[src/rtl/spi_readout_pkg.sv]
// Shared types and constants for the SPI frame readout scheduler.
package spi_readout_pkg;

   typedef enum logic [2:0] {
      IDLE,
      HDR0,
      HDR1,
      DATA,
      DONE
   } state_t;

   localparam logic [7:0] HDR_BYTE  = 8'hA5;
   localparam logic [7:0] FILL_BYTE = 8'h07;
   localparam logic [7:0] IDLE_BYTE = 8'h00;

   localparam int unsigned FETCH_LATENCY = 3;

   // Counter width that stays at least one bit for a range of one.
   function automatic int unsigned cnt_width(input int unsigned n);
      return (n > 1) ? $clog2(n) : 1;
   endfunction

endpackage

[src/rtl/spi_readout_sched_if.sv]
// SPI byte handshake and mic FIFO read port seen by the readout scheduler.
interface spi_readout_sched_if #(
   parameter int unsigned NUM_MICS  = 9,
   parameter int unsigned BIT_WIDTH = 8
);
   logic                          frame_start;
   logic                          byte_req;
   logic [NUM_MICS-1:0]           fifo_rdempty;
   logic [NUM_MICS*BIT_WIDTH-1:0] fifo_q;
   logic [NUM_MICS-1:0]           fifo_rdreq;
   logic [7:0]                    tx_data;
   logic                          tx_valid;

   modport master (
      input  frame_start, byte_req, fifo_rdempty, fifo_q,
      output fifo_rdreq, tx_data, tx_valid
   );

   modport slave (
      output frame_start, byte_req, fifo_rdempty, fifo_q,
      input  fifo_rdreq, tx_data, tx_valid
   );
endinterface

[src/rtl/spi_readout_sched_cursor.sv]
// Mic/sample position within a frame, mic-minor, sample-major.
module readout_cursor
   import spi_readout_pkg::*;
#(
   parameter int unsigned NUM_MICS          = 9,
   parameter int unsigned SAMPLES_PER_FRAME = 4,
   localparam int unsigned MIC_W    = cnt_width(NUM_MICS),
   localparam int unsigned SAMPLE_W = cnt_width(SAMPLES_PER_FRAME)
) (
   input  logic                clk,
   input  logic                rst,
   input  logic                clear,
   input  logic                advance,
   output logic [MIC_W-1:0]    mic,
   output logic [SAMPLE_W-1:0] sample,
   output logic                last
);

   logic mic_wrap;
   logic sample_wrap;

   assign mic_wrap    = (mic == MIC_W'(NUM_MICS - 1));
   assign sample_wrap = (sample == SAMPLE_W'(SAMPLES_PER_FRAME - 1));
   assign last        = mic_wrap && sample_wrap;

   always_ff @(posedge clk) begin
      if (rst || clear) begin
         mic    <= '0;
         sample <= '0;
      end else if (advance) begin
         if (mic_wrap) begin
            mic    <= '0;
            sample <= sample_wrap ? '0 : sample + SAMPLE_W'(1);
         end else begin
            mic <= mic + MIC_W'(1);
         end
      end
   end

endmodule

[src/rtl/spi_readout_sched.sv]
// Frame scheduler: header bytes, then mic FIFO words one per SPI byte request,
// with a fixed three-cycle request-to-byte pipeline.
module spi_readout_sched
   import spi_readout_pkg::*;
#(
   parameter int unsigned NUM_MICS          = 9,
   parameter int unsigned BIT_WIDTH         = 8,
   parameter int unsigned SAMPLES_PER_FRAME = 4
) (
   input  logic                clk,
   input  logic                rst,
   spi_readout_sched_if.master bus,
   output logic                busy,
   output logic [7:0]          frame_count,
   output logic [7:0]          underrun_count,
   output logic                overrun
);

   localparam int unsigned MIC_W    = cnt_width(NUM_MICS);
   localparam int unsigned SAMPLE_W = cnt_width(SAMPLES_PER_FRAME);

   state_t                   state;
   logic [MIC_W-1:0]         mic;
   logic [SAMPLE_W-1:0]      sample;
   logic                     last;
   logic [FETCH_LATENCY-1:0] fetch;
   logic [NUM_MICS-1:0]      rdreq_q;
   logic [7:0]               tx_data_q;
   logic                     fetch_fifo;
   logic [MIC_W-1:0]         fetch_mic;
   logic [7:0]               fetch_byte;
   logic                     pending;
   logic                     accept;
   logic                     unused_sample;
   logic [BIT_WIDTH-1:0]     words [NUM_MICS];

   for (genvar g = 0; g < NUM_MICS; g++) begin : g_words
      assign words[g] = bus.fifo_q[g*BIT_WIDTH +: BIT_WIDTH];
   end

   readout_cursor #(
      .NUM_MICS         (NUM_MICS),
      .SAMPLES_PER_FRAME(SAMPLES_PER_FRAME)
   ) u_cursor (
      .clk    (clk),
      .rst    (rst),
      .clear  (bus.frame_start),
      .advance(accept && (state == DATA)),
      .mic    (mic),
      .sample (sample),
      .last   (last)
   );

   // Frame end is taken from the cursor's last flag; sample is informational.
   assign unused_sample = ^sample;

   assign pending = |fetch;
   assign accept  = bus.byte_req && !bus.frame_start && !pending;

   // A restart or reset in the strobe cycle must keep the FIFO from popping.
   assign bus.fifo_rdreq = (rst || bus.frame_start) ? '0 : rdreq_q;
   assign bus.tx_valid   = fetch[FETCH_LATENCY-1];
   assign bus.tx_data    = tx_data_q;

   always_ff @(posedge clk) begin
      if (rst) begin
         state          <= IDLE;
         fetch          <= '0;
         rdreq_q        <= '0;
         tx_data_q      <= IDLE_BYTE;
         fetch_fifo     <= 1'b0;
         fetch_mic      <= '0;
         fetch_byte     <= IDLE_BYTE;
         busy           <= 1'b0;
         frame_count    <= '0;
         underrun_count <= '0;
         overrun        <= 1'b0;
      end else begin
         fetch   <= {fetch[FETCH_LATENCY-2:0], accept};
         rdreq_q <= '0;
         if (bus.frame_start) begin
            state          <= HDR0;
            fetch          <= '0;
            busy           <= 1'b1;
            underrun_count <= '0;
            overrun        <= 1'b0;
         end else begin
            if (fetch[FETCH_LATENCY-2]) begin
               tx_data_q <= fetch_fifo ? 8'(words[fetch_mic]) : fetch_byte;
            end
            if (bus.byte_req && pending) begin
               overrun <= 1'b1;
            end
            if (accept) begin
               fetch_fifo <= 1'b0;
               fetch_mic  <= mic;
               fetch_byte <= IDLE_BYTE;
               case (state)
                  HDR0: begin
                     fetch_byte <= HDR_BYTE;
                     state      <= HDR1;
                  end
                  HDR1: begin
                     fetch_byte <= frame_count;
                     state      <= DATA;
                  end
                  DATA: begin
                     if (bus.fifo_rdempty[mic]) begin
                        fetch_byte <= FILL_BYTE;
                        if (underrun_count != 8'hFF) begin
                           underrun_count <= underrun_count + 8'd1;
                        end
                     end else begin
                        fetch_fifo <= 1'b1;
                        rdreq_q    <= NUM_MICS'(1) << mic;
                     end
                     if (last) begin
                        state       <= DONE;
                        busy        <= 1'b0;
                        frame_count <= frame_count + 8'd1;
                     end
                  end
                  default: ;
               endcase
            end
         end
      end
   end

endmodule
[src/flat_wrapper.sv]
// flat-port wrapper written by rule: the top's interface ports become plain ports
module spi_readout_sched_flat import spi_readout_pkg::*;
#(
   parameter int unsigned NUM_MICS          = 9,
   parameter int unsigned BIT_WIDTH         = 8,
   parameter int unsigned SAMPLES_PER_FRAME = 4
)
  (clk, rst, busy, frame_count, underrun_count, overrun, bus_frame_start, bus_byte_req, bus_fifo_rdempty, bus_fifo_q, bus_fifo_rdreq, bus_tx_data, bus_tx_valid);
  spi_readout_sched_if #(.NUM_MICS(NUM_MICS), .BIT_WIDTH(BIT_WIDTH)) bus_i ();
  input  logic clk;
  input  logic rst;
  output logic busy;
  output logic [7:0] frame_count;
  output logic [7:0] underrun_count;
  output logic overrun;
  input wire logic [$bits(bus_i.frame_start)-1:0] bus_frame_start;
  input wire logic [$bits(bus_i.byte_req)-1:0] bus_byte_req;
  input wire logic [$bits(bus_i.fifo_rdempty)-1:0] bus_fifo_rdempty;
  input wire logic [$bits(bus_i.fifo_q)-1:0] bus_fifo_q;
  output wire logic [$bits(bus_i.fifo_rdreq)-1:0] bus_fifo_rdreq;
  output wire logic [$bits(bus_i.tx_data)-1:0] bus_tx_data;
  output wire logic [$bits(bus_i.tx_valid)-1:0] bus_tx_valid;
  assign bus_i.frame_start = bus_frame_start;
  assign bus_i.byte_req = bus_byte_req;
  assign bus_i.fifo_rdempty = bus_fifo_rdempty;
  assign bus_i.fifo_q = bus_fifo_q;
  assign bus_fifo_rdreq = bus_i.fifo_rdreq;
  assign bus_tx_data = bus_i.tx_data;
  assign bus_tx_valid = bus_i.tx_valid;
  spi_readout_sched #(.NUM_MICS(NUM_MICS), .BIT_WIDTH(BIT_WIDTH), .SAMPLES_PER_FRAME(SAMPLES_PER_FRAME)) u_core (.clk(clk), .rst(rst), .bus(bus_i), .busy(busy), .frame_count(frame_count), .underrun_count(underrun_count), .overrun(overrun));
endmodule
[config.mk]
export PLATFORM = sky130hd
export DESIGN_NAME = spi_readout_sched_flat
export DESIGN_NICKNAME = d
export VERILOG_FILES = /design/src/rtl/spi_readout_pkg.sv /design/src/rtl/spi_readout_sched_if.sv /design/src/rtl/spi_readout_sched_cursor.sv /design/src/rtl/spi_readout_sched.sv /design/src/flat_wrapper.sv
export SDC_FILE = /design/constraint.sdc
export NUM_CORES = 1
export LEC_CHECK = 0
export CORE_ASPECT_RATIO = 0.5
export CORE_MARGIN = 2
export CORE_UTILIZATION = 48
export DETAILED_ROUTE_END_ITERATION = 10
export HOLD_SLACK_MARGIN = 0.12
export PLACE_DENSITY = 0.86
export SLEW_MARGIN = 10
export SYNTH_ARGS = -nofsm -noshare
export SYNTH_HDL_FRONTEND = slang
export SYNTH_SLANG_ARGS = --single-unit
[constraint.sdc]
create_clock -name clk -period 4.9 [get_ports clk]
set_input_delay 0.98 -clock clk [delete_from_list [all_inputs] [get_ports clk]]
set_output_delay 0.98 -clock clk [all_outputs]
set_load 0.02 [all_outputs]
==> After elaboration in Yosys (flattened, before gate mapping) <==
Cells that the tools add are included.
{ "classes": {"n_lt_le_gt_ge": 2, "bitwise": 4, "n_eq_ne": 8, "n_reduce_logical": 24, "addsub": 4, "n_mux": 21, "shifts": 1} }
{ "ops": {"columns": ["cell", "count"], "rows": [
  ["$bmux 8 s4", 1],
  ["$mux 8", 3],
  ["$pmux 8 s3", 1],
  ["$add 8x1->8 const B", 2],
  ["$mux 1", 9],
  ["$mux 9", 1],
  ["$pmux 3 s3", 1],
  ["$reduce_and 3->1", 3],
  ["$shl 1x4->9 const A", 1],
  ["$ne 8x8->1 const B", 1],
  ["$reduce_and 4->1", 2],
  ["$eq 3x2->1 const B", 2],
  ["$mux 3", 2],
  ["$reduce_and 2->1", 3],
  ["$reduce_bool 2->1", 3],
  ["$ge 5x5->1 const B", 1],
  ["$logic_and 1x1->1", 5],
  ["$lt 4x5->1 const B", 1],
  ["$not 4->5", 1],
  ["$reduce_or 5->1", 1],
  ["$add 4x1->4 const B", 1],
  ["$bmux 1 s4", 1],
  ["$eq 4x4->1 const B", 1],
  ["$mux 4", 1],
  ["13 further kinds", 16]
]} }
{ "totals": {"output_inout_bits": 36, "input_bits": 85, "ff_bits": 60} }

==> Longest topological paths before layout <==
Gate-level depths: netlist of the first run.
{ "depth": {"word_depth": 6, "ltp_mapped": 8, "depth_no_buf": 7} }

==> Cells and area by module <==
A second synthesis of the first run with hierarchy kept.
{ "hier_totals": {"hier_cells": 351, "area_unflattened_um2": 3225.6} }
{ "by_module_without_submodules": {"columns": ["mod", "instances", "area_per_inst_um2", "cells_per_inst"], "rows": [
  ["spi_readout_sched", 1, 2934.1, 319],
  ["readout_cursor", 1, 291.5, 32]
]} }

==> Worst setup path after synthesis of the first run <==
No wires, ideal clock.
{ "synth_path": {"path_type": "input to output", "start": "input port bus_frame_start", "end": "output port bus_fifo_rdreq[0]", "path_slack_ns": 2.053, "required_ns": 3.920, "arrival_ns": 1.867, "cell_stages": 4, "n_path_buf": 2, "cell_sequence": "clkbuf_1 -> nor2_1 -> clkbuf_1 -> and2_1"} }
{ "synth_via": {"elab_chain_len": 2} }
{ "synth_lines": {"columns": ["item", "line_no", "rtl"], "rows": [
  ["start: declaration", "flat_wrapper.sv:16", "input wire logic [$bits(bus_i.frame_start)-1:0] bus_frame_start;"],
  ["$logic_or 1x1->1", "spi_readout_sched.sv:61", "assign bus.fifo_rdreq = (rst || bus.frame_start) ? '0 : rdreq_q;"],
  ["$mux 9", "spi_readout_sched.sv:61", null],
  ["end: declaration", "flat_wrapper.sv:20", "output wire logic [$bits(bus_i.fifo_rdreq)-1:0] bus_fifo_rdreq;"]
]} }
Every way passes these cells.

==> Final worst setup path of the first run <==
{ "layout_path": {"start": "input port bus_frame_start", "end": "output port bus_fifo_rdreq[1]"} }
The elaborated chain is that of the path after synthesis.

==> results of run 1 <==
==> power by group through the flow <==
stage                     Combinational (mW)  Clock (mW)  Sequential, mW
after detailed placement               0.118           0           0.507
final                                  0.119       0.732           0.496
after CTS                              0.119       0.734           0.496
after global placement                 0.115           0           0.507
after global routing                   0.128       0.760           0.497
after floorplan                       0.0408           0           0.507
==> cell type report <==
| cell class | count | area (um2) |
|---|---|---|
| clock buffer | 9 | 225.2 |
| clock inverter | 7 | 123.9 |
| fill | 450 | 1798 |
| inverter | 6 | 22.52 |
| multi-input combinational | 267 | 1893 |
| sequential | 60 | 1201 |
| tap | 92 | 115.1 |
| timing repair buffer | 122 | 1216 |
==> worst max-delay path, delay by kind of cell <==
kind	cells	cell delay (ns)
buf+inv	3	1.48
simple gates	2	0.34
==> stage by stage <==
stage	power (mW)	area, um2	setup WS [ns]	instances
detailed placement	0.6247	4448	1.138	547
CTS	1.349	4797	1.124	563
floorplan	0.5478	3222	2.053	358
global placement	0.6214	4448	1.163	547
global route	1.386	4797	0.9646	563
finish	1.347	4797	1.126	563
==> synth_stat cells, types with 2 or more instances <==
cell	n
clkbuf_1	19
mux2i_1	13
o31ai_1	3
nor4_1	9
nor2_1	44
or4_1	3
dfxtp_1	60
nand3b_1	2
xor2_1	6
a31oi_1	4
or2_2	2
nand4_1	6
nor3_1	13
a211oi_1	11
a21oi_1	22
buf_1	2
and3_1	2
nand2_1	35
inv_1	6
nand3_1	14
or3_1	8
and2_1	19
o21ai_0	5
nor2b_1	3
mux4_2	17
ha_1	7
buf_2	3
==> cell families (layout without fill, tap and decap cells) <==
logic type / count (synthesis) / after routing / synth area share
muxes: 30 / 30 / 0.1592
buffers and inverters: 31 / 144 / 0.03961
AOI/OAI and AO/OA: 54 / 54 / 0.1080
DFF: 60 / 60 / 0.3728
and+or+nand+nor: 169 / 169 / 0.2742
adders and majority gates: 7 / 7 / 0.02718
xor gates and xnor gates: 7 / 7 / 0.01903
==> state kept, by name (all words and copies together), names as in the netlist <==
name,cells
u_core.fetch_mic,4
u_core.fetch,3
u_core.state,3
u_core.overrun,1
u_core.underrun_count,8
u_core.busy,1
u_core.fetch_byte,8
u_core.bus.tx_data,8
u_core.rdreq_q,9
u_core.u_cursor.mic,4
u_core.u_cursor.sample,2
u_core.fetch_fifo,1
u_core.frame_count,8
==> worst min-delay path by stage <==
stage,startpoint,end,slack (ns),cells after the start
final,u_core.fetch_byte[3],u_core.fetch_byte[3],0.46,2
after detailed placement,u_core.fetch_byte[3],u_core.fetch_byte[3],0.45,2
after global placement,u_core.fetch_byte[4],u_core.fetch_byte[4],0.44,2
after floorplan,u_core.fetch_byte[1],u_core.fetch_byte[1],0.43,2
after global routing,u_core.fetch_byte[3],u_core.fetch_byte[3],0.49,2
after CTS,u_core.fetch_byte[3],u_core.fetch_byte[3],0.46,2
==> per-layer routing <==
| metal | track usage | routed length, um | up-vias | part of all wire |
|---|---|---|---|---|
| met2 | 0.4171 | 4286 | 124 | 0.50 |
| met5 | 0 | 0 | - | 0 |
| met1 | 0.3032 | 3644 | 1466 | 0.42 |
| li1 | - | - | 1523 | - |
| met4 | 0.09244 | 225 | 0 | 0.026 |
| met3 | 0.05657 | 485 | 26 | 0.056 |
==> impl_metrics.yaml, run 1 <==
run_status:
  outcome: "finished, final reports clean"
layout:
  layout_commonest_cell: "clkdlybuf4s50_1"
  final_util: 0.7274
  layout.nets: 558
  drive_gt1_frac: 0.09130
  final_cell_mix: "120 x clkdlybuf4s50_1, 60 x dfxtp_1, 44 x nor2_1"
  area_growth_pct: 48.89
  antenna_cells: 0
setup_path:
  crit_start: "bus_frame_start"
  cp-start-kind: "primary input"
  arrival_ns: 2.79
  r2r-start: "u_core.fetch_mic[0]"
  endpoint: "bus_fifo_rdreq[1]"
  crit_fanout: 14
  rr_worst_depth: 5
  crit_chain: "clkdlybuf4s50_1 -> nor2_1 -> buf_4 -> and2_1 -> clkdlybuf4s50_1"
  cpMostUsedCell: "clkdlybuf4s50_1"
  slowest_delay_ns: 0.68
  critPathKind: "primary input to output pin"
  r2r_slack_ns: 2.49
  worstReg2RegEnd: "u_core.bus.tx_data[0]"
  crit_path_end_kind: "output pin"
  critPathRequiredTime_ns: 3.92
  slowest_stage: "clkdlybuf4s50_1"
drt:
  initialDrtViolationCount: 233
  dr.pass1.iters: 5
  vias: 3139
  via_per_inst: 5.575
  wl_per_cell_um: 15.35
  drc: 0
  postRouteAntennaNets: 0
  drt-total-wl_mm: 8.641
floorplanning:
  die_w_um: 119.9
  die_height_um: 61.93
  core-area_um2: 6595
  initial_core_util: 0.4885
  die-area_um2: 7423
  placementRows: 21
  ios: 121
clocking:
  clockBufferDepth: 2
  hold_buffers: 0
  clock-root-buffer: "clkbuf_16"
  cts.clk_slew.worst_paths_ns: 0.05
  cts_num_sinks: 60
  cts_tree: "built"
  cts_resized: 0
  ctsHtreeMaxLevel: 3
  insertion_delay_ns: 0.32
  postCtsSetupBuffers: 0
  cts_buffers: 9
power:
  max-vdd-ir-drop_mv: 0.1752
  combPwrFrac: 0.088
  cellInternalPower_mw: 1.072
  p_sw_frac: 0.2043
  p_leak_nw: 1.632
  p_clk_frac: 0.543
  p_per_area_nw_per_um2: 280.9
  power_frac_seq: 0.368
  netSwitchingPower_mw: 0.2753
timing:
  fmax_mhz: 265.0
  finClkSkew_ns: 0.003580
  post-route-min-period_ns: 3.774
  worstMarginPinSlew_ns: 1.120
  post-route-period-util: 0.7702
  slew_headroom: 0.2523
  hold_violations: 0
  tns_ns: 0
  slew_violations: 0
  setup_viol: 0
  rsz0062_at_grt: "no"
  hold_ws_ns: 0.4580
logic_synthesis:
  synth_area_per_cell_um2: 9.000
  ys_seq_area_frac: 0.3728
  yosys.area.top_type: "dfxtp_1"
  yosys_warnings: 0
  synth_flop_cell: "dfxtp_1"
  synthCells: 358
  netlist_top_cells_area: "dfxtp_1 37%, mux4_2 12%, nor2_1 5.1%"
  synth-seq-cells: 60
  synth_edf_count: 0
  synth_top_area_share: 0.3728
  synthDistinctLibCells: 47
  syn_area_um2: 3222
  async_reset_ff_frac: 0
  synth_nets: 450
global_routing:
  grt_first_pass_wirelength_mm: 13.83
  grt-ovfl-total: 0
  grtUsageTotal: 0.2402
  grt_max_degree: 38
  antenna_found_initial: 0
  grt_pass1_vias: 2857
place:
  routabilityCongestion: 0.7778
  place_hpwl_mm: 6.208
  port_buffers: 120
min_path:
  min_path_type: "register to register"
job:
  max_cap_violations: 0
(Power assumes the default switching activity.)
==> inputs of run 2 (changes only) <==
--- a/config.mk
+++ b/config.mk
@@ -7,10 +7,10 @@
 export LEC_CHECK = 0
 export CORE_ASPECT_RATIO = 0.5
 export CORE_MARGIN = 2
-export CORE_UTILIZATION = 48
+export CORE_UTILIZATION = 45
 export DETAILED_ROUTE_END_ITERATION = 10
 export HOLD_SLACK_MARGIN = 0.12
-export PLACE_DENSITY = 0.86
+export PLACE_DENSITY = 0.81
 export SLEW_MARGIN = 10
 export SYNTH_ARGS = -nofsm -noshare
 export SYNTH_HDL_FRONTEND = slang
==> constraint.sdc (replaced) <==
create_clock -name clk -period 3.6 [get_ports clk]
set_input_delay 0.72 -clock clk [delete_from_list [all_inputs] [get_ports clk]]
set_output_delay 0.72 -clock clk [all_outputs]
set_load 0.02 [all_outputs]
==> impl_metrics.yaml, run 2 (same netlist as run 1, synthesis figures left out) <==
layout:
  seq_area_um2: 1201
  top_register: "u_core.rdreq_q"
  antenna_cells: 0
  multi_input_area_um2: 1893
  final_util: 0.6987
  final_cell_mix: "120 x clkdlybuf4s50_1, 60 x dfxtp_1, 44 x nor2_1"
  largest_register_ffs: 9
  layout.nets: 562
  fillCellCount: 558
  area_growth_pct: 47.57
  layout_commonest_cell: "clkdlybuf4s50_1"
  drive_gt1_frac: 0.09514
power:
  p_per_area_nw_per_um2: 339.3
  max-vdd-ir-drop_mv: 0.2464
  p_leak_nw: 1.627
clocking:
  cts_resized: 0
  hold_buffers: 0
  insertion_delay_ns: 0.32
  clockBufferDepth: 2
  cts_tree: "built"
  cts_num_sinks: 60
  cts_buffers: 9
  cts.clk_slew.worst_paths_ns: 0.05
  postCtsSetupBuffers: 0
  clock-root-buffer: "clkbuf_16"
  ctsHtreeMaxLevel: 3
setup_path:
  cp-start-kind: "primary input"
  r2r_slack_ns: 1.22
  crit_chain: "clkdlybuf4s50_1 -> nor2_1 -> and2_1 -> clkdlybuf4s50_1"
  r2r-start: "u_core.u_cursor.mic[0]"
  rr_worst_depth: 5
  crit_fanout: 10
  crit_start: "bus_frame_start"
  critPathKind: "primary input to output pin"
  cpMostUsedCell: "clkdlybuf4s50_1"
  path_delay_family: "buffers and inverters"
  worstReg2RegEnd: "u_core.fetch_byte[2]"
  worst-path-buf-inv: 2
  slowest_delay_ns: 0.60
  slowest_stage: "clkdlybuf4s50_1"
  arrival_ns: 2.42
  crit_path_end_kind: "output pin"
  critPathRequiredTime_ns: 2.88
  crit_cells: 4
drt:
  vias: 3028
  dr.pass1.iters: 4
  via_per_inst: 5.359
  drt-total-wl_mm: 8.149
  drc: 0
  wl_per_cell_um: 14.42
  postRouteAntennaNets: 0
  initialDrtViolationCount: 220
timing:
  slew_violations: 0
  worst_slack_ns: 0.4571
  post-route-period-util: 0.8730
  finClkSkew_ns: 0.004444
  fmax_mhz: 318.2
  hold_violations: 0
  worstMarginPinSlew_ns: 0.7751
  tns_ns: 0
  slew_headroom: 0.4793
  post-route-min-period_ns: 3.143
  rsz0062_at_grt: "no"
  setup_viol: 0
  hold_ws_ns: 0.4553
floorplanning:
  initial_core_util: 0.4734
  placementRows: 21
  die_height_um: 63.83
  die-area_um2: 7894
  die_w_um: 123.7
  ios: 121
  core-area_um2: 6805
global_routing:
  antenna_found_initial: 0
  grt_pass1_vias: 2869
  grt_max_degree: 37
  grtUsageTotal: 0.2201
  grt-ovfl-total: 0
  grt_first_pass_wirelength_mm: 13.59
min_path:
  min_path_type: "register to register"
  min_to: "u_core.u_cursor.sample[1]"
  hold_start: "u_core.u_cursor.sample[1]"
  hold-path-cell-count: 2
place:
  place_hpwl_mm: 6.245
  port_buffers: 120
  place_ws_ns: 0.4608
  routabilityCongestion: 0.7998
job:
  max_cap_violations: 0
run_status:
  outcome: "finished, final reports clean"
## run 2: stage by stage
step | instance area, um2 | instances | power, mW
2_1_floorplan | 3222 | 358 | 0.7457
3_3_place_gp | 4478 | 551 | 0.8512
3_5_place_dp | 4478 | 551 | 0.8539
4_1_cts | 4755 | 565 | 1.629
5_1_grt | 4755 | 565 | 1.673
6_report | 4755 | 565 | 1.613
## run 2: cell type report
| cell class | count | share of cell area |
|---|---|---|
| multi-input cells | 267 | 0.3982 |
| repair buffers | 126 | 0.2621 |
| flip-flops and latches | 60 | 0.2526 |
| clock buffers | 12 | 0.05605 |
| well taps | 92 | 0.02421 |
| inverters | 6 | 0.004737 |
| clock inverters | 2 | 0.002105 |
## run 2: how the worst max path moves through the flow
| stage | end |
|---|---|
| floorplan | u_core.underrun_count[3] |
| global placement | bus_fifo_rdreq[8] |
| detailed placement | bus_fifo_rdreq[2] |
| CTS | bus_fifo_rdreq[2] |
| global route | bus_fifo_rdreq[2] |
| finish | bus_fifo_rdreq[2] |
## run 2: where the power goes
group,internal (mW),switching [mW],total (mW)
Combinational,0.110,0.0536,0.164
Sequential,0.672,0.00535,0.677
Clock,0.509,0.263,0.772
Total,1.29,0.322,1.61
## run 2: tightest hold or removal path, cell delays in order, from the launching register on
cell and delay, ns:
dfxtp_1 0.31, nand2_1 0.05, a21oi_1 0.05
## run 2: per-layer routing
metal / part of all wire / vias to the layer above / GRT usage
li1: - / 1524 / -
met1: 0.44 / 1390 / 0.2796
met2: 0.48 / 100 / 0.3551
met3: 0.061 / 14 / 0.06339
met4: 0.018 / 0 / 0.08381
met5: 0 / - / 0
==> inputs of run 3 (changes only) <==
==> constraint.sdc (replaced) <==
create_clock -name clk -period 3.25 [get_ports clk]
set_input_delay 0.65 -clock clk [delete_from_list [all_inputs] [get_ports clk]]
set_output_delay 0.65 -clock clk [all_outputs]
set_load 0.02 [all_outputs]
==> impl_metrics.yaml, run 3 (same netlist as run 1, synthesis figures left out) <==
timing:
  hold_ws_ns: 0.4550
  slew_violations: 0
  worstMarginPinSlew_ns: 0.7675
  rsz0062_at_grt: "no"
  post-route-min-period_ns: 2.765
  slew_headroom: 0.4876
  finClkSkew_ns: 0.007750
  hold_violations: 0
  tns_ns: 0
  fmax_mhz: 361.6
  setup_viol: 0
  post-route-period-util: 0.8508
  worst_slack_ns: 0.4848
clocking:
  cts_resized: 0
  insertion_delay_ns: 0.32
  cts_tree: "built"
  cts_buffers: 9
  cts.clk_slew.worst_paths_ns: 0.05
  clock-root-buffer: "clkbuf_16"
  hold_buffers: 0
  clockBufferDepth: 2
  cts_num_sinks: 60
  postCtsSetupBuffers: 0
  ctsHtreeMaxLevel: 3
drt:
  vias: 3064
  postRouteAntennaNets: 0
  dr.pass1.iters: 5
  via_per_inst: 5.385
  wl_per_cell_um: 15.01
  drc: 0
  initialDrtViolationCount: 219
  drt-total-wl_mm: 8.538
layout:
  area_growth_pct: 49.55
  antenna_cells: 0
  layout_commonest_cell: "clkdlybuf4s50_1"
  multi_input_area_um2: 1893
  layout.nets: 564
  seq_area_um2: 1201
  final_cell_mix: "120 x clkdlybuf4s50_1, 60 x dfxtp_1, 44 x nor2_1"
  fin_area_um2: 4818
  top_register: "u_core.rdreq_q"
  fillCellCount: 531
  drive_gt1_frac: 0.1027
  largest_register_ffs: 9
setup_path:
  worstReg2RegEnd: "u_core.underrun_count[6]"
  r2r-start: "u_core.u_cursor.mic[0]"
  r2r_slack_ns: 1.04
  endpoint: "bus_fifo_rdreq[8]"
  crit_fanout: 14
  critPathKind: "primary input to output pin"
  rr_worst_depth: 6
  critPathRequiredTime_ns: 2.60
  crit_start: "bus_frame_start"
  cp-start-kind: "primary input"
  arrival_ns: 2.12
  crit_path_end_kind: "output pin"
place:
  placed_area_um2: 4493
  place_hpwl_mm: 6.199
  port_buffers: 120
  place_ws_ns: 0.4786
  routabilityCongestion: 0.7777
global_routing:
  grt_pass1_vias: 2948
  grt_max_degree: 37
  grtUsageTotal: 0.2268
  grt-ovfl-total: 0
  antenna_found_initial: 0
  grt_first_pass_wirelength_mm: 13.87
job:
  max_cap_violations: 0
power:
  cellInternalPower_mw: 1.540
  p_per_area_nw_per_um2: 403.7
  netSwitchingPower_mw: 0.4054
  power_frac_seq: 0.385
  p_sw_frac: 0.2084
  p_clk_frac: 0.522
  p_leak_nw: 1.645
  total_power_mw: 1.945
  max-vdd-ir-drop_mv: 0.2657
  combPwrFrac: 0.093
floorplanning:
  die-area_um2: 7894
  ios: 121
  die_height_um: 63.83
  initial_core_util: 0.4734
  placementRows: 21
  core-area_um2: 6805
  die_w_um: 123.7
min_path:
  min_path_type: "register to register"
run_status:
  outcome: "finished, final reports clean"
==> run 3: cell types whose count changed in the layout (fill, tap and decap cells not counted) <==
cell and delta:
bufinv_16 +2, clkinv_2 -2, clkinvlp_4 +3, clkinv_4 +1, inv_6 +1, buf_4 +2
clkbuf_8 -3
==> run 3: metrics by stage <==
| step | cells | utilization |
|---|---|---|
| finish | 569 | 0.7080 |
| global route | 569 | 0.7080 |
| CTS | 569 | 0.7080 |
| detailed placement | 553 | 0.6602 |
| global placement | 553 | 0.6602 |
| floorplan | 358 | - |
==> run 3: worst min path at each step <==
stage / end / slack [ns] / cells after the start / start
floorplan: u_core.fetch_byte[1] / 0.43 / 2 / u_core.fetch_byte[1]
global placement: u_core.fetch_byte[1] / 0.44 / 2 / u_core.fetch_byte[1]
detailed placement: u_core.fetch_byte[1] / 0.45 / 2 / u_core.fetch_byte[1]
CTS: u_core.fetch_byte[1] / 0.46 / 2 / u_core.fetch_byte[1]
global route: u_core.fetch_byte[1] / 0.47 / 2 / u_core.fetch_byte[1]
finish: u_core.fetch_byte[1] / 0.46 / 2 / u_core.fetch_byte[1]
==> run 3: metal layers <==
layer  wire (um)  part of all wire  up-vias  global-route usage
met5           0                 0        -                   0
met4         137             0.016        0             0.07813
met3         496             0.058       12             0.06607
met2        4242              0.50      115              0.3784
met1        3662              0.43     1408              0.2807
li1            -                 -     1529                   -
==> run 3: power by group through the flow <==
stage / Clock [mW] / Sequential, mW / Combinational [mW]
after floorplan: 0 / 0.764 / 0.0616
after global placement: 0 / 0.764 / 0.180
after detailed placement: 0 / 0.764 / 0.181
after CTS: 1.03 / 0.749 / 0.183
after global routing: 1.06 / 0.749 / 0.196
final: 1.01 / 0.749 / 0.182
==> run 3: worst max-delay path, cell delays in order <==
cell	delay [ns]
clkdlybuf4s50_1	0.42
nor2_1	0.10
buf_4	0.19
and2_1	0.16
clkdlybuf4s50_1	0.60
==> run 3: area by class of cell <==
cell class              instances  area share
multi-input cells             267      0.3929
repair buffers                128      0.2618
flip-flops and latches         60      0.2493
clock buffers                   9     0.04674
well taps                      92     0.02389
clock inverters                 7     0.02077
inverters                       6    0.004674
==> edit 1 (settings of run 2) <==
`BIT_WIDTH` is set to 8 in 3 places; all go to 6.
--- a/src/rtl/spi_readout_sched_if.sv
+++ b/src/rtl/spi_readout_sched_if.sv
@@ -2,5 +2,5 @@
 interface spi_readout_sched_if #(
    parameter int unsigned NUM_MICS  = 9,
-   parameter int unsigned BIT_WIDTH = 8
+   parameter int unsigned BIT_WIDTH = 6
 );
    logic                          frame_start;
--- a/src/rtl/spi_readout_sched.sv
+++ b/src/rtl/spi_readout_sched.sv
@@ -5,5 +5,5 @@
 #(
    parameter int unsigned NUM_MICS          = 9,
-   parameter int unsigned BIT_WIDTH         = 8,
+   parameter int unsigned BIT_WIDTH         = 6,
    parameter int unsigned SAMPLES_PER_FRAME = 4
 ) (
--- a/src/flat_wrapper.sv
+++ b/src/flat_wrapper.sv
@@ -3,5 +3,5 @@
 #(
    parameter int unsigned NUM_MICS          = 9,
-   parameter int unsigned BIT_WIDTH         = 8,
+   parameter int unsigned BIT_WIDTH         = 6,
    parameter int unsigned SAMPLES_PER_FRAME = 4
 )
Ports: changed (resized bus_fifo_q); port bits go from 121 to 103. The function was not compared with the original's and may differ.
==> edit 1 against run 2 <==
Worst setup slack worse by 0.16 ns. Sequential cell count unchanged. Synthesized area down 4.7%. Largest power group unchanged. Via count down 5.5%. Routed wire length up 0.43%. Non-clock buffer count down 21. Critical endpoint is now bus_fifo_rdreq[5]. Total power up 1.6%. Final area down 7.3%. Synthesized cell count down 5.0%.
==> edit 1: results (changes against run 2) <==
status: "complete, no violations"  # unchanged
n_all_buffers: 105  # was 126
p_int_mw: 1.310  # was 1.292 mW
ys_seq_area_share_pct: 39.14  # was 37.28%
viasPerCell: 5.396  # was 5.359
layout-drive-gt1-share_pct: 8.676  # was 9.514%
grt_pass1_wl_um: 13300  # was 13590 um
final_core_util_pct: 66.31  # was 69.87%
gp_congestion: 0.8095  # was 0.7998
p_seq_mw: 0.676  # was 0.677 mW
slew_headroom_pct: 28.11  # was 47.93%
grt_max_degree: 41  # was 37
pre_cts_ws_ns: 0.2740  # was 0.4608 ns
inverters: 8  # was 6
num-clock-buffers: 13  # was 12
port_buffers: 102  # was 120
multi_input_gates: 250  # was 267
placed_cell_area_um2: 4123  # was 4478 um^2
synth_area_leaders: "dfxtp_1, mux4_2, nor2_1"  # unchanged
skew_ns: 0.005422  # was 0.004444 ns
pwr-share-seq_pct: 41.3  # was 42.0%
place_hpwl_um: 5993  # was 6245 um
syn_nets: 414  # was 450
layout.nonclk_buf_share_pct: 23.67  # was 26.21%
synth_top_area_share_pct: 39.14  # was 37.28%
design.seq.count: 60  # unchanged
layout.nets: 508  # was 562
placed_cells: 515  # was 551
drt-initial-drc-count: 179  # was 220
avgSynthCellArea_um2: 9.027  # was 9.000 um^2
multiInputGateArea_um2: 1733  # was 1893 um^2
hp-start: "u_core.bus.tx_data[6]"  # was u_core.u_cursor.sample[1]
ir_drop_v: 0.0002588  # was 0.0002464 V
netlist_top_cells_count: "dfxtp_1, nor2_1, nand2_1"  # unchanged
first_global_vias: 2769  # was 2869
die_w_um: 120.8  # was 123.7 um
track_usage_pct: 22.66  # was 22.01%
num-fill-cells: 530  # was 558
## edit 1: cell count changes after synthesis, sizes merged, moves of 4 or more
cell    before  now
xnor2        1    5
mux4        17   13
nor3        14   10
nor2        44   49
clkbuf      19   15
nand3       14   10
and2        19   11
or3          8    4
## edit 1: final timing paths
path	endpoint	slack [ns]	depth (start not counted)
worst min register to register	u_core.bus.tx_data[6]	0.45	2
worst max-delay path	bus_fifo_rdreq[5]	0.30	4
worst min-delay path	u_core.bus.tx_data[6]	0.45	2
worst max register to register	u_core.rdreq_q[4]	1.30	5
## edit 1: cell families after synthesis
kind of cell / share of synthesized area (%)
buffers and inverters: 4.403
xor gates and xnor gates: 3.139
and+or+nand+nor: 26.34
adders and majority gates: 2.854
DFF: 39.14
muxes: 13.49
AOI/OAI and AO/OA: 10.64
## edit 1: routing by layer
metal	share of wire, %	global-route usage [%]
met1	45	27.72
met2	49	37.57
met3	4.2	7.482
met4	2.0	8.140
met5	0	0
==> edit 2 (flow settings as in run 2) <==
Without the edit above. Register the output `frame_count` once more, without a reset; this adds one clock of latency there. The other outputs are not delayed to match.
--- a/src/rtl/spi_readout_sched.sv
+++ b/src/rtl/spi_readout_sched.sv
@@ -19,4 +19,6 @@
    localparam int unsigned MIC_W    = cnt_width(NUM_MICS);
    localparam int unsigned SAMPLE_W = cnt_width(SAMPLES_PER_FRAME);
+
+   logic [7:0] frame_count_s0;
 
    state_t                   state;
@@ -73,5 +75,5 @@
          fetch_byte     <= IDLE_BYTE;
          busy           <= 1'b0;
-         frame_count    <= '0;
+         frame_count_s0 <= '0;
          underrun_count <= '0;
          overrun        <= 1'b0;
@@ -102,5 +104,5 @@
                   end
                   HDR1: begin
-                     fetch_byte <= frame_count;
+                     fetch_byte <= frame_count_s0;
                      state      <= DATA;
                   end
@@ -118,5 +120,5 @@
                         state       <= DONE;
                         busy        <= 1'b0;
-                        frame_count <= frame_count + 8'd1;
+                        frame_count_s0 <= frame_count_s0 + 8'd1;
                      end
                   end
@@ -128,3 +130,7 @@
    end
 
+   always_ff @(posedge clk) begin
+      frame_count <= frame_count_s0;
+   end
+
 endmodule
Formal check against the unedited RTL: no difference found for any inputs over 10 cycles, from zero or initial values and one cycle with rst high; that may be too few to reach the edited logic, so the function may still have changed.
==> edit 2 against run 2 <==
Worst setup slack better by 0.14 ns. Final area up 5.2%. Synthesized area grew 5.8%. Sequential cell count increased by 8. Die area grew 5.5%. Cell count grew 3.0%. Count of clock-buffer cells in the layout decreased by 3. Routed wire length increased by 11%. Total power is 21% higher. Critical path type unchanged.
==> edit 2: results (changes against run 2) <==
layout-drive-gt1-share_pct: 9.259  # was 9.514%
gp_congestion: 0.7892  # was 0.7998
synth_area_leaders: "dfxtp_1, mux4_2, a21oi_1"  # was dfxtp_1, mux4_2, nor2_1
viasPerCell: 5.495  # was 5.359
cts_resized: 0  # unchanged
cts_inserted_buffers: 9  # unchanged
async_flop_share_pct: 0  # unchanged
grt_pass1_wl_um: 14990  # was 13590 um
antenna_found_initial: 0  # unchanged
ir_drop_v: 0.0002524  # was 0.0002464 V
cts_max_level: 3  # unchanged
power_leakage_nw: 1.732  # was 1.627 nW
drt-total-wl_um: 9072  # was 8149 um
arrival_ns: 2.29  # was 2.42 ns
num-fill-cells: 583  # was 558
skew_ns: 0.007583  # was 0.004444 ns
endpoint: "bus_fifo_rdreq[5]"  # was bus_fifo_rdreq[2]
drt-initial-drc-count: 249  # was 220
min_path_cells: 0  # was 2
synth_cell_types: 48  # was 47
track_usage_pct: 22.97  # was 22.01%
layout.nets: 573  # was 562
place_hpwl_um: 6571  # was 6245 um
r2r_slack_ns: 1.29  # was 1.22 ns
grt_max_degree: 36  # was 37
worst_pin_slew_ns: 0.8385  # was 0.7751 ns
worstReg2RegStart: "u_core.u_cursor.mic[0]"  # unchanged
first_global_vias: 3136  # was 2869
hp-start: "u_core.frame_count_s0[7]"  # was u_core.u_cursor.sample[1]
status: "complete, no violations"  # unchanged
reg2reg_to: "u_core.underrun_count[4]"  # was u_core.fetch_byte[2]
post-cts-setup-buffer-count: 0  # unchanged
syn_nets: 463  # was 450
netlist_top_cells_count: "dfxtp_1, nor2_1, nand2_1"  # unchanged
cp_max_fo: 11  # was 10
ys_seq_area_share_pct: 39.94  # was 37.28%
holdPathEnd: "u_core.frame_count[7]"  # was u_core.u_cursor.sample[1]
clk_path_buf_depth: 2  # unchanged
## edit 2: final cells by class
class / count / area share (%)
clock inverter: 7 / 2.427
sequential: 68 / 27.23
clock buffer: 9 / 4.505
inverter: 6 / 0.4505
multi-input combinational: 270 / 38.06
timing repair buffer: 126 / 24.92
tap: 96 / 2.402
## edit 2: per-layer routing
layer,vias up,share of wire (%),global-route usage [%]
met2,103,50,39.78
met1,1510,43,28.62
met4,0,1.4,6.181
met3,14,5.6,6.352
met5,-,0,0
li1,1571,-,-
## edit 2: metrics by stage
step                hold slack (ns)  instance area [um^2]  setup WS (ns)  cells  total power [mW]
detailed placement           0.3730                  4653         0.5899    566            0.9430
global route                 0.3943                  5000         0.4664    582             2.004
global placement             0.3769                  4653         0.6180    566            0.9387
CTS                          0.3902                  5000         0.5904    582             1.957
finish                       0.3872                  5000         0.5925    582             1.947
floorplan                    0.3635                  3408          1.430    371            0.8348
## edit 2: logic make-up after synthesis
group | Yosys count | share of synthesized area [%]
AO/OA/AOI/OAI | 60 | 11.31
XOR/XNOR | 7 | 1.799
AND/OR/NAND/NOR | 166 | 25.44
flip-flops | 68 | 39.94
buffers and inverters | 33 | 4.222
adder cells (fa/ha/maj) | 7 | 2.570
multiplexers | 30 | 14.72
## edit 2: worst max-delay path: stages
cell and delay, ns:
clkdlybuf4s50_1 0.52, nor2_1 0.15, buf_4 0.17, and2_1 0.13
clkdlybuf4s50_1 0.59
## edit 2: power by group
group | total [mW] | leakage [nW] | switching [mW] | internal (mW)
registers | 0.765 | 0.549 | 0.00579 | 0.759
logic | 0.164 | 1.01 | 0.0542 | 0.109
clock network | 1.02 | 0.170 | 0.338 | 0.681
total | 1.95 | 1.73 | 0.398 | 1.55
